$ cat src/rtl/vend_pkg.sv
// Shared types for the vending engine: FSM states, result codes and item entry layout.
package vend_pkg;

  localparam int unsigned ENTRY_W   = 32;
  localparam int unsigned PRICE_LSB = 0;
  localparam int unsigned PRICE_W   = 16;
  localparam int unsigned STOCK_LSB = 16;
  localparam int unsigned STOCK_W   = 8;
  localparam int unsigned SOLD_LSB  = 24;
  localparam int unsigned SOLD_W    = 8;

  typedef enum logic [1:0] {
    S_IDLE     = 2'd0,
    S_SELECTED = 2'd1,
    S_RESULT   = 2'd2,
    S_CFG      = 2'd3
  } state_e;

  typedef enum logic [1:0] {
    DISPENSED = 2'd0,
    CANCEL    = 2'd1,
    TIMEOUT   = 2'd2,
    SOLD_OUT  = 2'd3
  } status_e;

  // Field order mirrors the offsets above: sold[31:24], stock[23:16], price[15:0].
  typedef struct packed {
    logic [SOLD_W-1:0]  sold;
    logic [STOCK_W-1:0] stock;
    logic [PRICE_W-1:0] price;
  } item_entry_t;

endpackage

$ cat src/rtl/vend_if.sv
// Config, selection, coin and result signals of the vending engine.
interface vend_if #(
  parameter int unsigned NUM_ITEMS = 64,
  parameter int unsigned CREDIT_W  = 12
);
  localparam int unsigned IW = $clog2(NUM_ITEMS);

  logic                cfg_en;
  logic                cfg_we;
  logic                cfg_rd;
  logic [IW-1:0]       cfg_addr;
  logic [31:0]         cfg_wdata;
  logic [31:0]         cfg_rdata;
  logic                cfg_rvalid;

  logic                sel_valid;
  logic [IW-1:0]       sel_item;
  logic                cancel;

  logic                coin_valid;
  logic [CREDIT_W-1:0] coin_value;
  logic                coin_rej;

  logic                out_valid;
  logic                out_ready;
  logic [IW-1:0]       out_item;
  logic [1:0]          out_status;
  logic [CREDIT_W-1:0] out_change;

  logic [CREDIT_W-1:0] credit;
  logic                busy;

  modport master (
    output cfg_en, cfg_we, cfg_rd, cfg_addr, cfg_wdata,
    input  cfg_rdata, cfg_rvalid,
    output sel_valid, sel_item, cancel,
    output coin_valid, coin_value,
    input  coin_rej,
    input  out_valid, out_item, out_status, out_change,
    output out_ready,
    input  credit, busy
  );

  modport slave (
    input  cfg_en, cfg_we, cfg_rd, cfg_addr, cfg_wdata,
    output cfg_rdata, cfg_rvalid,
    input  sel_valid, sel_item, cancel,
    input  coin_valid, coin_value,
    output coin_rej,
    output out_valid, out_item, out_status, out_change,
    input  out_ready,
    output credit, busy
  );
endinterface

$ cat src/rtl/vend_item_ram.sv
// Item table: one write port, one read port with a registered (1-cycle) read; cleared on reset.
module vend_item_ram #(
  parameter int unsigned DEPTH = 64,
  parameter int unsigned AW    = 6,
  parameter int unsigned DW    = 32
) (
  input  logic          clk,
  input  logic          rstn,
  input  logic          we,
  input  logic [AW-1:0] waddr,
  input  logic [DW-1:0] wdata,
  input  logic [AW-1:0] raddr,
  output logic [DW-1:0] rdata
);

  logic [DW-1:0] mem [DEPTH];

  always_ff @(posedge clk or negedge rstn) begin
    if (!rstn) begin
      for (int i = 0; i < int'(DEPTH); i++) mem[i] <= '0;
      rdata <= '0;
    end else begin
      if (we) mem[waddr] <= wdata;
      rdata <= mem[raddr];
    end
  end

endmodule

$ cat src/rtl/vend_engine.sv
// Vending engine: credit accumulation, selection, dispense/refund/timeout results and item config.
module vend_engine
  import vend_pkg::*;
#(
  parameter int unsigned NUM_ITEMS   = 64,
  parameter int unsigned CREDIT_W    = 12,
  parameter int unsigned TIMEOUT_CYC = 1000000
) (
  input logic   clk,
  input logic   rstn,
  vend_if.slave bus
);

  localparam int unsigned IW    = $clog2(NUM_ITEMS);
  localparam int unsigned TW    = $clog2(TIMEOUT_CYC + 1);
  localparam int unsigned CMP_W = (CREDIT_W > PRICE_W) ? CREDIT_W : PRICE_W;

  state_e              state, state_nxt;
  logic [IW-1:0]       cur_item;
  logic [TW-1:0]       tmo_cnt;

  logic                wr_en;
  logic [IW-1:0]       wr_addr;
  item_entry_t         wr_data;
  logic [IW-1:0]       rd_addr;
  logic [ENTRY_W-1:0]  ram_rdata;
  item_entry_t         ent;

  logic [CREDIT_W:0]   coin_sum;
  logic                coin_good;
  logic                coin_acc;
  logic                coin_rej_nxt;
  logic                item_ld;
  logic                tmo_clr;
  logic                out_done;
  logic                res_go;
  status_e             res_status;
  logic [IW-1:0]       res_item;
  logic [CREDIT_W-1:0] res_change;
  logic [CMP_W-1:0]    price_ext;
  logic [CMP_W-1:0]    credit_ext;

  vend_item_ram #(
    .DEPTH (NUM_ITEMS),
    .AW    (IW),
    .DW    (ENTRY_W)
  ) u_ram (
    .clk   (clk),
    .rstn  (rstn),
    .we    (wr_en),
    .waddr (wr_addr),
    .wdata (wr_data),
    .raddr (rd_addr),
    .rdata (ram_rdata)
  );

  // The read port follows the selected item while SELECTED, so the entry is always current there.
  assign ent            = item_entry_t'(ram_rdata);
  assign bus.cfg_rdata  = ram_rdata;
  assign price_ext      = CMP_W'(ent.price);
  assign credit_ext     = CMP_W'(bus.credit);
  assign coin_sum       = {1'b0, bus.credit} + {1'b0, bus.coin_value};
  assign coin_good      = bus.coin_valid && (bus.coin_value != '0) && !coin_sum[CREDIT_W];
  assign out_done       = (state == S_RESULT) && bus.out_ready;

  // Event decode and next state; priority cancel > sold-out/dispense > coin > timeout.
  always_comb begin
    state_nxt    = state;
    wr_en        = 1'b0;
    wr_addr      = bus.cfg_addr;
    wr_data      = item_entry_t'(bus.cfg_wdata);
    rd_addr      = bus.cfg_addr;
    coin_acc     = 1'b0;
    coin_rej_nxt = 1'b0;
    item_ld      = 1'b0;
    tmo_clr      = 1'b0;
    res_go       = 1'b0;
    res_status   = DISPENSED;
    res_item     = cur_item;
    res_change   = bus.credit;

    case (state)
      S_IDLE: begin
        wr_en = bus.cfg_en && bus.cfg_we;
        if (bus.cancel && (bus.credit != '0)) begin
          res_go       = 1'b1;
          res_status   = CANCEL;
          res_item     = IW'(NUM_ITEMS - 1);
          coin_rej_nxt = bus.coin_valid;
        end else begin
          coin_acc     = coin_good;
          coin_rej_nxt = bus.coin_valid && !coin_good;
          if (bus.sel_valid) begin
            state_nxt = S_SELECTED;
            rd_addr   = bus.sel_item;
            item_ld   = 1'b1;
            tmo_clr   = 1'b1;
          end else if (bus.cfg_en) begin
            state_nxt = S_CFG;
          end
        end
      end

      S_CFG: begin
        wr_en        = bus.cfg_en && bus.cfg_we;
        coin_rej_nxt = bus.coin_valid;
        if (!bus.cfg_en) state_nxt = S_IDLE;
      end

      S_SELECTED: begin
        rd_addr = cur_item;
        if (bus.cancel) begin
          res_go       = 1'b1;
          res_status   = CANCEL;
          coin_rej_nxt = bus.coin_valid;
        end else if (ent.stock == '0) begin
          res_go       = 1'b1;
          res_status   = SOLD_OUT;
          coin_rej_nxt = bus.coin_valid;
        end else if (credit_ext >= price_ext) begin
          res_go        = 1'b1;
          res_status    = DISPENSED;
          res_change    = CREDIT_W'(credit_ext - price_ext);
          wr_en         = 1'b1;
          wr_addr       = cur_item;
          wr_data.price = ent.price;
          wr_data.stock = ent.stock - 8'd1;
          wr_data.sold  = (ent.sold == 8'hFF) ? 8'hFF : ent.sold + 8'd1;
          coin_rej_nxt  = bus.coin_valid;
        end else if (coin_good) begin
          coin_acc = 1'b1;
          tmo_clr  = 1'b1;
        end else begin
          coin_rej_nxt = bus.coin_valid;
          if (tmo_cnt == TW'(TIMEOUT_CYC - 1)) begin
            res_go     = 1'b1;
            res_status = TIMEOUT;
          end
        end
      end

      S_RESULT: begin
        coin_rej_nxt = bus.coin_valid;
        if (bus.out_ready) state_nxt = S_IDLE;
      end

      default: state_nxt = S_IDLE;
    endcase

    if (res_go) state_nxt = S_RESULT;
  end

  // State, credit, timeout and all registered outputs.
  always_ff @(posedge clk or negedge rstn) begin
    if (!rstn) begin
      state          <= S_IDLE;
      cur_item       <= '0;
      tmo_cnt        <= '0;
      bus.credit     <= '0;
      bus.busy       <= 1'b0;
      bus.coin_rej   <= 1'b0;
      bus.cfg_rvalid <= 1'b0;
      bus.out_valid  <= 1'b0;
      bus.out_item   <= '0;
      bus.out_status <= '0;
      bus.out_change <= '0;
    end else begin
      state          <= state_nxt;
      bus.busy       <= (state_nxt != S_IDLE);
      bus.coin_rej   <= coin_rej_nxt;
      bus.cfg_rvalid <= bus.cfg_rd;

      if (item_ld) cur_item <= bus.sel_item;

      if (out_done)      bus.credit <= '0;
      else if (coin_acc) bus.credit <= coin_sum[CREDIT_W-1:0];

      if (tmo_clr)                  tmo_cnt <= '0;
      else if (state == S_SELECTED) tmo_cnt <= tmo_cnt + TW'(1);

      if (res_go) begin
        bus.out_valid  <= 1'b1;
        bus.out_item   <= res_item;
        bus.out_status <= res_status;
        bus.out_change <= res_change;
      end else if (out_done) begin
        bus.out_valid  <= 1'b0;
        bus.out_item   <= '0;
        bus.out_status <= '0;
        bus.out_change <= '0;
      end
    end
  end

endmodule

$ cat src/flat_wrapper.sv
// flat-port wrapper written by rule: the top's interface ports become plain ports
module vend_engine_flat import vend_pkg::*;
#(
  parameter int unsigned NUM_ITEMS   = 64,
  parameter int unsigned CREDIT_W    = 12,
  parameter int unsigned TIMEOUT_CYC = 1000000
)
  (clk, rstn, bus_cfg_en, bus_cfg_we, bus_cfg_rd, bus_cfg_addr, bus_cfg_wdata, bus_cfg_rdata, bus_cfg_rvalid, bus_sel_valid, bus_sel_item, bus_cancel, bus_coin_valid, bus_coin_value, bus_coin_rej, bus_out_valid, bus_out_item, bus_out_status, bus_out_change, bus_out_ready, bus_credit, bus_busy);
  vend_if #(.NUM_ITEMS(NUM_ITEMS), .CREDIT_W(CREDIT_W)) bus_i ();
  input logic clk;
  input logic rstn;
  input wire logic [$bits(bus_i.cfg_en)-1:0] bus_cfg_en;
  input wire logic [$bits(bus_i.cfg_we)-1:0] bus_cfg_we;
  input wire logic [$bits(bus_i.cfg_rd)-1:0] bus_cfg_rd;
  input wire logic [$bits(bus_i.cfg_addr)-1:0] bus_cfg_addr;
  input wire logic [$bits(bus_i.cfg_wdata)-1:0] bus_cfg_wdata;
  output wire logic [$bits(bus_i.cfg_rdata)-1:0] bus_cfg_rdata;
  output wire logic [$bits(bus_i.cfg_rvalid)-1:0] bus_cfg_rvalid;
  input wire logic [$bits(bus_i.sel_valid)-1:0] bus_sel_valid;
  input wire logic [$bits(bus_i.sel_item)-1:0] bus_sel_item;
  input wire logic [$bits(bus_i.cancel)-1:0] bus_cancel;
  input wire logic [$bits(bus_i.coin_valid)-1:0] bus_coin_valid;
  input wire logic [$bits(bus_i.coin_value)-1:0] bus_coin_value;
  output wire logic [$bits(bus_i.coin_rej)-1:0] bus_coin_rej;
  output wire logic [$bits(bus_i.out_valid)-1:0] bus_out_valid;
  output wire logic [$bits(bus_i.out_item)-1:0] bus_out_item;
  output wire logic [$bits(bus_i.out_status)-1:0] bus_out_status;
  output wire logic [$bits(bus_i.out_change)-1:0] bus_out_change;
  input wire logic [$bits(bus_i.out_ready)-1:0] bus_out_ready;
  output wire logic [$bits(bus_i.credit)-1:0] bus_credit;
  output wire logic [$bits(bus_i.busy)-1:0] bus_busy;
  assign bus_i.cfg_en = bus_cfg_en;
  assign bus_i.cfg_we = bus_cfg_we;
  assign bus_i.cfg_rd = bus_cfg_rd;
  assign bus_i.cfg_addr = bus_cfg_addr;
  assign bus_i.cfg_wdata = bus_cfg_wdata;
  assign bus_cfg_rdata = bus_i.cfg_rdata;
  assign bus_cfg_rvalid = bus_i.cfg_rvalid;
  assign bus_i.sel_valid = bus_sel_valid;
  assign bus_i.sel_item = bus_sel_item;
  assign bus_i.cancel = bus_cancel;
  assign bus_i.coin_valid = bus_coin_valid;
  assign bus_i.coin_value = bus_coin_value;
  assign bus_coin_rej = bus_i.coin_rej;
  assign bus_out_valid = bus_i.out_valid;
  assign bus_out_item = bus_i.out_item;
  assign bus_out_status = bus_i.out_status;
  assign bus_out_change = bus_i.out_change;
  assign bus_i.out_ready = bus_out_ready;
  assign bus_credit = bus_i.credit;
  assign bus_busy = bus_i.busy;
  vend_engine #(.NUM_ITEMS(NUM_ITEMS), .CREDIT_W(CREDIT_W), .TIMEOUT_CYC(TIMEOUT_CYC)) u_core (.clk(clk), .rstn(rstn), .bus(bus_i));
endmodule
$ cat config.mk
export PLATFORM = sky130hd
export DESIGN_NAME = vend_engine_flat
export DESIGN_NICKNAME = d
export VERILOG_FILES = /design/src/rtl/vend_pkg.sv /design/src/rtl/vend_if.sv /design/src/rtl/vend_item_ram.sv /design/src/rtl/vend_engine.sv /design/src/flat_wrapper.sv
export SDC_FILE = /design/constraint.sdc
export NUM_CORES = 2
export LEC_CHECK = 0
export ABC_AREA = 1
export BUFFER_PORTS_ARGS = -buffer_cell sky130_fd_sc_hd__buf_2
export CORE_ASPECT_RATIO = 1.2
export CORE_MARGIN = 1.5
export CORE_UTILIZATION = 45
export CTS_BUF_LIST = sky130_fd_sc_hd__clkbuf_4 sky130_fd_sc_hd__clkbuf_8
export DETAILED_ROUTE_END_ITERATION = 16
export PLACE_DENSITY_LB_ADDON = 0.25
export RECOVER_POWER = 100
export SLEW_MARGIN = 20
export SYNTH_ARGS = -nofsm -noshare
export SYNTH_HDL_FRONTEND = slang
export SYNTH_HIERARCHICAL = 1
export SYNTH_SLANG_ARGS = --single-unit
$ cat constraint.sdc
create_clock -name clk -period 3.9 [get_ports clk]
set_clock_uncertainty 0.2 [all_clocks]
set_input_delay 0 -clock clk [delete_from_list [all_inputs] [get_ports clk]]
set_output_delay 0 -clock clk [all_outputs]
set_load 0.005 [all_outputs]
== Yosys cells after proc, flatten, opt, wreduce, memory -nomap -nowiden ==
Index checks and enable logic that the tools add are counted.
Word-level totals
  register bits after elaboration: 2144
  input bits: 65
  output and inout bits: 68
  logic and storage cells: 188
Operators by class
  add/sub/neg operators: 5
  order comparisons: 4
  equal/unequal tests: 5
  muxes and demuxes: 77
  bitwise gates (word level): 2
  reduce and logical (&&, ||, !) cells: 19
Operators by type and width (number)
  2048-bit bitwise mux: 1
  32-bit 2-to-1 mux: 7
  32-bit binary-select mux with 6-bit select: 1
  32-bit demux with 6-bit select: 1
  12-bit 2-to-1 mux: 8
  6-bit 2-to-1 mux: 10
  20-bit 2-to-1 mux: 2
  2-bit 2-to-1 mux: 13
  1-bit 2-to-1 mux: 25
  12-bit nonzero test: 2
  20-bit by 1-bit adder with 20-bit output, second input constant: 1
  20-bit == test, second input constant: 1
  12-bit by 16-bit >= comparator with 1-bit output: 1
  7-bit >= comparator, second input constant: 2
  6-bit NOT with 7-bit output: 2
  12-bit by 12-bit adder with 13-bit output: 1
  6-bit one-hot mux with 2 select lines: 1
  12-bit subtractor: 1
  8-bit by 1-bit adder with 8-bit output, second input constant: 1
  8-bit == test, second input constant: 1
  8-bit zero test: 1
  8-bit 2-to-1 mux: 1
  1-bit one-hot mux with 2 select lines: 4
  2-bit nonzero test: 4
  11 further kinds: 20

== Longest topological paths before layout ==
  depth in word-level cells: 11
  mapped depth: 23

== Cells and area by module ==
Netlist, hierarchy kept.
By module, submodules not included
  vend_item_ram: instances 1, cells an instance 11496, area an instance 92555.0 µm²
  vend_engine: instances 1, cells an instance 783, area an instance 5392.7 µm²

== Least setup slack after synthesis ==
OpenSTA, ideal clock, no wires.
  path type: register to register
  start: register u_core.bus.credit[0]
  end: register u_core/u_ram/mem[470] in the netlist's numbering
  data arrival time: 3.475 ns
  data required time: 3.567 ns
  slack: 0.092 ns
  cell stages (with the launch flop): 22
  buffers on the path: 3
  clock period less this slack: 3.808 ns
  cell sequence: dfrtp_1 > inv_1 > ha_1 > inv_1 > fa_1 > nand2_1 > nand2_1 > nand3_1 > nand2_2 > nand2_2 > nand3_4 > nand2_4 > buf_6 > buf_2 > nand2_1 > o21ai_1 > nand2_1 > nor2_1 > inv_1 > nor2_1 > clkbuf_1 > a21oi_1
Between the ends
  word-level cells in the longest chain between the ends: 11
Ends and longest elaborated chain
  start: declaration: RTL line vend_if.sv:52  | output credit, busy
  start signal: assignment: RTL line vend_engine.sv:176  | else if (coin_acc) bus.credit <= coin_sum[CREDIT_W-1:0];
  12-bit by 16-bit >= comparator with 1-bit output (*): RTL line vend_engine.sv:120  | end else if (credit_ext >= price_ext) begin
  6-bit 2-to-1 mux (*): RTL line vend_engine.sv:120
  6-bit 2-to-1 mux (*): RTL line vend_engine.sv:116  | end else if (ent.stock == '0) begin
  6-bit 2-to-1 mux (*): RTL line vend_engine.sv:112  | if (bus.cancel) begin
  6-bit 2-to-1 mux (*): RTL line vend_engine.sv:82  | case (state)
  via u_core.wr_addr[4]: RTL line vend_engine.sv:23  | logic [IW-1:0] wr_addr;
  6-bit NOT with 7-bit output (not written as such) (*): RTL line vend_item_ram.sv:23  | if (we) mem[waddr] <= wdata;
  7-bit >= comparator (not written as such) / 7-bit by 1-bit less-than comparator with 1-bit output (equally long branches): RTL line vend_item_ram.sv:23
  1-bit logical AND (not written as such): RTL line vend_item_ram.sv:23
  32-bit 2-to-1 mux (not written as such): RTL line vend_item_ram.sv:23
  32-bit demux with 6-bit select (*): RTL line vend_item_ram.sv:23
  2048-bit bitwise mux (*): RTL line vend_item_ram.sv:23
  end signal: indexed assignment: RTL line vend_item_ram.sv:23
  end: declaration: RTL line vend_item_ram.sv:16  | logic [DW-1:0] mem [DEPTH];
Mark *: on every way through the listed nets, which the timed path passes. The rest lies on a longest branch.
A chain may end at the register's enable or synchronous reset.

== Worst setup path in the final report ==
  start: register u_core.bus.credit[9]
  end: register u_core.u_ram.rdata[11]
Between the ends
  word-level cells in the longest chain between the ends: 8
Ends and longest elaborated chain
  12-bit nonzero test: RTL line vend_engine.sv:85  | if (bus.cancel && (bus.credit != '0)) begin
  1-bit logical AND: RTL line vend_engine.sv:85
  6-bit 2-to-1 mux: RTL line vend_engine.sv:85
  6-bit one-hot mux with 2 select lines: RTL line vend_engine.sv:82
  via u_core.rd_addr[2]: RTL line vend_engine.sv:25  | logic [IW-1:0] rd_addr;
  6-bit NOT with 7-bit output (not written as such): RTL line vend_item_ram.sv:24  | rdata <= mem[raddr];
  32-bit binary-select mux with 6-bit select: RTL line vend_item_ram.sv:24
  32-bit 2-to-1 mux (not written as such) (2 in series): RTL line vend_item_ram.sv:24
  end signal: assignment: RTL line vend_item_ram.sv:24
  end: declaration: RTL line vend_item_ram.sv:13  | output logic [DW-1:0] rdata
The timed path passes the listed nets, and every way through them passes these cells. The select of a mux whose other input is x is not followed.

==> results by group <==
Synth
  – Fraction of registers with async set/reset: 100%
  – Synth Area per Inst: 7.98 um^2
  – Mapped Area: 0.0979 mm^2
  – Number of synthesized flops with an enable pin: 0
  – Post-Syn Nets: 12378
  – Post-Synthesis Cells: 12279
  – Synth warn: 6
  – Distinct cell type count after synthesis: 47
  – Synth Register Bits: 2144
  – Sequential-to-total area share from yosys stat: 54.8%
  – Ys flop type: dfrtp_1

Die
  – Die area: 0.220 mm^2
  – Starting Density: 45.3%
  – Core area: 0.216 mm^2
  – Die W: 429 um
  – # IOs: 133
  – Core Rows: 187
  – Die Ht: 514 um

Critical path
  – Required time worst endpoint: 4.55 ns
  – Worst path arrival time: 4.54 ns
  – Reg2reg setup slack: 0.02 ns
  – Reg-to-Reg Start: u_core/bus.credit[9]
  – Setup crit start kind: register
  – Setup CP Type: register to register
  – Worst Setup End Kind: register
  – Worst r2r dst: u_core/u_ram/rdata[11]
  – R2r worst-path depth: 19
  – Worst-path maximum fanout: 25

STA
  – FMAX: 257 MHz
  – Max-slew headroom at the worst pin: -72.8%
  – Post-route minimum period: 3.88 ns
  – RSZ-0062 raised after global routing: true
  – Worst-Margin Slew: 2.59 ns
  – Max-slew violations: 39
  – Final Hold Viols: 0
  – Final period util: 99.6%
  – # setup viols final: 0
  – Hold slack: 0.0788 ns

Detailed routing
  – Initial DRC Count: 9832
  – DRC viols: 0
  – Vias/cell: 5.70
  – Total Wirelength: 333000 um
  – Routed WL per cell: 21.5 um
  – Final antenna-violating net count: 0
  – Drt pass-1 iters: 6
  – Total number of vias: 88287

Clock network
  – Clk_lat worst skew: 1.00 ns
  – CTS Sinks: 2144
  – CTS max path bufs: 4
  – H-tree levels: 5
  – Root buf cell: clkbuf_8
  – TritonCTS clock tree: built
  – Worst-path clk slew: 0.07 ns
  – Total CTS buffers: 349

GRT
  – Largest net degree at the start of global routing: 109
  – Initial antenna violation count: 10
  – First-pass GRT wire length: 513000 um
  – Most Crowded Layer GR: met2
  – Gr usage total: 29.7%
  – Met1 global-route usage: 40.3%
  – Met3 usage: 5.63%
  – Vias in the first global route: 85163
  – Met2 GRT Util: 47.0%
  – GR Overflow Total: 0

Placed design
  – # port buffers: 132
  – Placed cells: 14727
  – Dpl hpwl: 205000 um
  – GPL Wtd Cong: 0.929

Layout
  – Layout cells sized above 1: 11.2%
  – Most common cell after layout, fill and taps aside: nand2_1
  – Synth-to-Final Area Change: 16.5%
  – Commonest cells after routing, fill and taps aside: nand2_1 (4162), dfrtp_1 (2141), nand3_1 (1921)
  – Reg area: 0.0537 mm^2
  – Nets: 12498
  – Area of the multi-input gates: 0.0400 mm^2
  – Final std cells w/o fill: 15492
  – # fillers: 20072

Min path
  – Worst Hold End: u_core/u_ram/mem[1771]
  – Worst hold path type: primary input to register
  – Worst hold path stage count: 7
  – Hold path start: bus_cfg_wdata[11]

Flow run
  – Max Cap Viol: 1

Status
  – Violated checks: max-capacitance violations, max-slew violations
  – Outcome: finished, violations left

Power
  – Cell Pwr Density: 715 mW/mm^2
  – Leak pwr: 52.4 nW
  – Peak VDD IR: 0.000598 V
==> worst max-delay path: stages, from the launching register on <==
cell	delay, ns
dfrtp_1	0.46
nor2_2	0.19
nand3_1	0.09
nor2_1	0.12
nand2_1	0.12
nand3_1	0.13
nand3_1	0.17
buf_4	0.21
nand2_1	0.10
nand3_4	0.21
buf_12	0.22
inv_8	0.12
buf_4	0.24
buf_6	0.33
nand3_1	0.16
nand3_1	0.20
nand3_1	0.12
nand2_1	0.08
nand2_1	0.06
nand2_2	0.17
==> repair_timing <==
item                                   4_1_cts  5_1_grt
gates resized for setup                      8       43
cloned                                       0        6
hold buffers                               132        0
setup endpoints to repair                   38     1377
buffers inserted                             3       15
pin swaps                                    1        5
endpoints found under the hold margin     4288        0
==> worst max path at each step <==
stage	start	end	slack [ns]	cells past startpoint
after detailed placement	u_core/bus.credit[9]	u_core/u_ram/rdata[2]	-0.29	19
after global routing	u_core/bus.credit[9]	u_core/u_ram/rdata[9]	-0.06	20
after floorplan	u_core/bus.credit[0]	u_core/u_ram/mem[470]	0.09	21
final	u_core/bus.credit[9]	u_core/u_ram/rdata[11]	0.02	19
after CTS	u_core/bus.credit[9]	u_core/u_ram/rdata[11]	0.007	18
after global placement	u_core/bus.credit[9]	u_core/u_ram/rdata[2]	-0.27	19
==> layer usage <==
metal / share of wire [%] / vias to the layer above
li1: - / 40630
met2: 46 / 3971
met3: 9.1 / 700
met5: 0.012 / -
met4: 4.0 / 6
met1: 41 / 42980
==> stage by stage <==
stage               setup slack [ns]  area [um^2]  setup TNS, ns  power, mW  util, %
floorplan                     0.0923        97900              0       45.0        -
global placement              -0.274       105000         -0.630       59.4     48.6
detailed placement            -0.287       105000         -0.627       59.8     48.6
CTS                          0.00743       114000              0       80.9     52.7
global route                 -0.0625       114000         -0.514       85.7     52.7
finish                        0.0154       114000              0       81.6     52.7
==> cells in the mapped netlist, types with 3 or more instances <==
cell	n	area share, %
a21o_1	4	0.031
a21oi_1	382	2.0
a31oi_1	4	0.026
buf_1	56	0.21
buf_2	51	0.26
buf_6	9	0.10
clkbuf_1	934	3.6
clkinv_1	32	0.12
dfrtp_1	2144	55
ha_1	32	0.41
inv_1	116	0.44
inv_2	10	0.038
nand2_1	4209	16
nand2_2	18	0.11
nand2_4	4	0.046
nand3_1	1944	9.9
nand3_2	3	0.031
nand3b_1	6	0.046
nand4_1	41	0.26
nor2_1	423	1.6
nor2_2	10	0.064
nor3_1	24	0.12
nor3_2	9	0.092
nor4_1	3	0.019
nor4_2	6	0.077
o21ai_0	1675	8.6
o21ai_1	75	0.38
xnor2_1	11	0.098
xor2_1	22	0.20
==> registers in the layout, indices dropped and copies added, names as in the netlist <==
signal / flops
u_core/u_ram/mem: 2048
u_core/u_ram/rdata: 32
u_core/tmo_cnt: 20
u_core/bus.credit: 12
u_core/bus.out_change: 12
u_core/bus.out_item: 6
u_core/cur_item: 6
u_core/bus.out_status: 2
u_core/state: 2
u_core/bus.busy: 1
u_core/bus.cfg_rvalid: 1
u_core/bus.coin_rej: 1
u_core/bus.out_valid: 1
==> cell families after synthesis <==
group                      Yosys count  share of synthesized area (%)
xor gates and xnor gates            33                          0.295
and+or+nand+nor                   6711                           28.7
DFF                               2144                           54.8
AOI/OAI and AO/OA                 2145                           11.0
buffers and inverters             1211                           4.79
adders and majority gates           34                          0.450
muxes                                1                         0.0102
==> power by group <==
group	switching [mW]	internal, mW
Clock	9.13	11.6
Combinational	22.5	10.9
Sequential	2.00	25.5
Total	33.6	48.0
==> final cells by class <==
| cell class | instances | area share, % |
|---|---|---|
| sequential | 2144 | 47.0 |
| clock buffer | 558 | 6.10 |
| clock inverter | 41 | 0.343 |
| antenna | 10 | 0.0219 |
| inverter | 159 | 0.554 |
| timing repair buffer | 821 | 7.83 |
| tap | 2835 | 3.11 |
| multi-input combinational | 8924 | 35.0 |
Note: power is estimated with default switching activity, not from simulation.
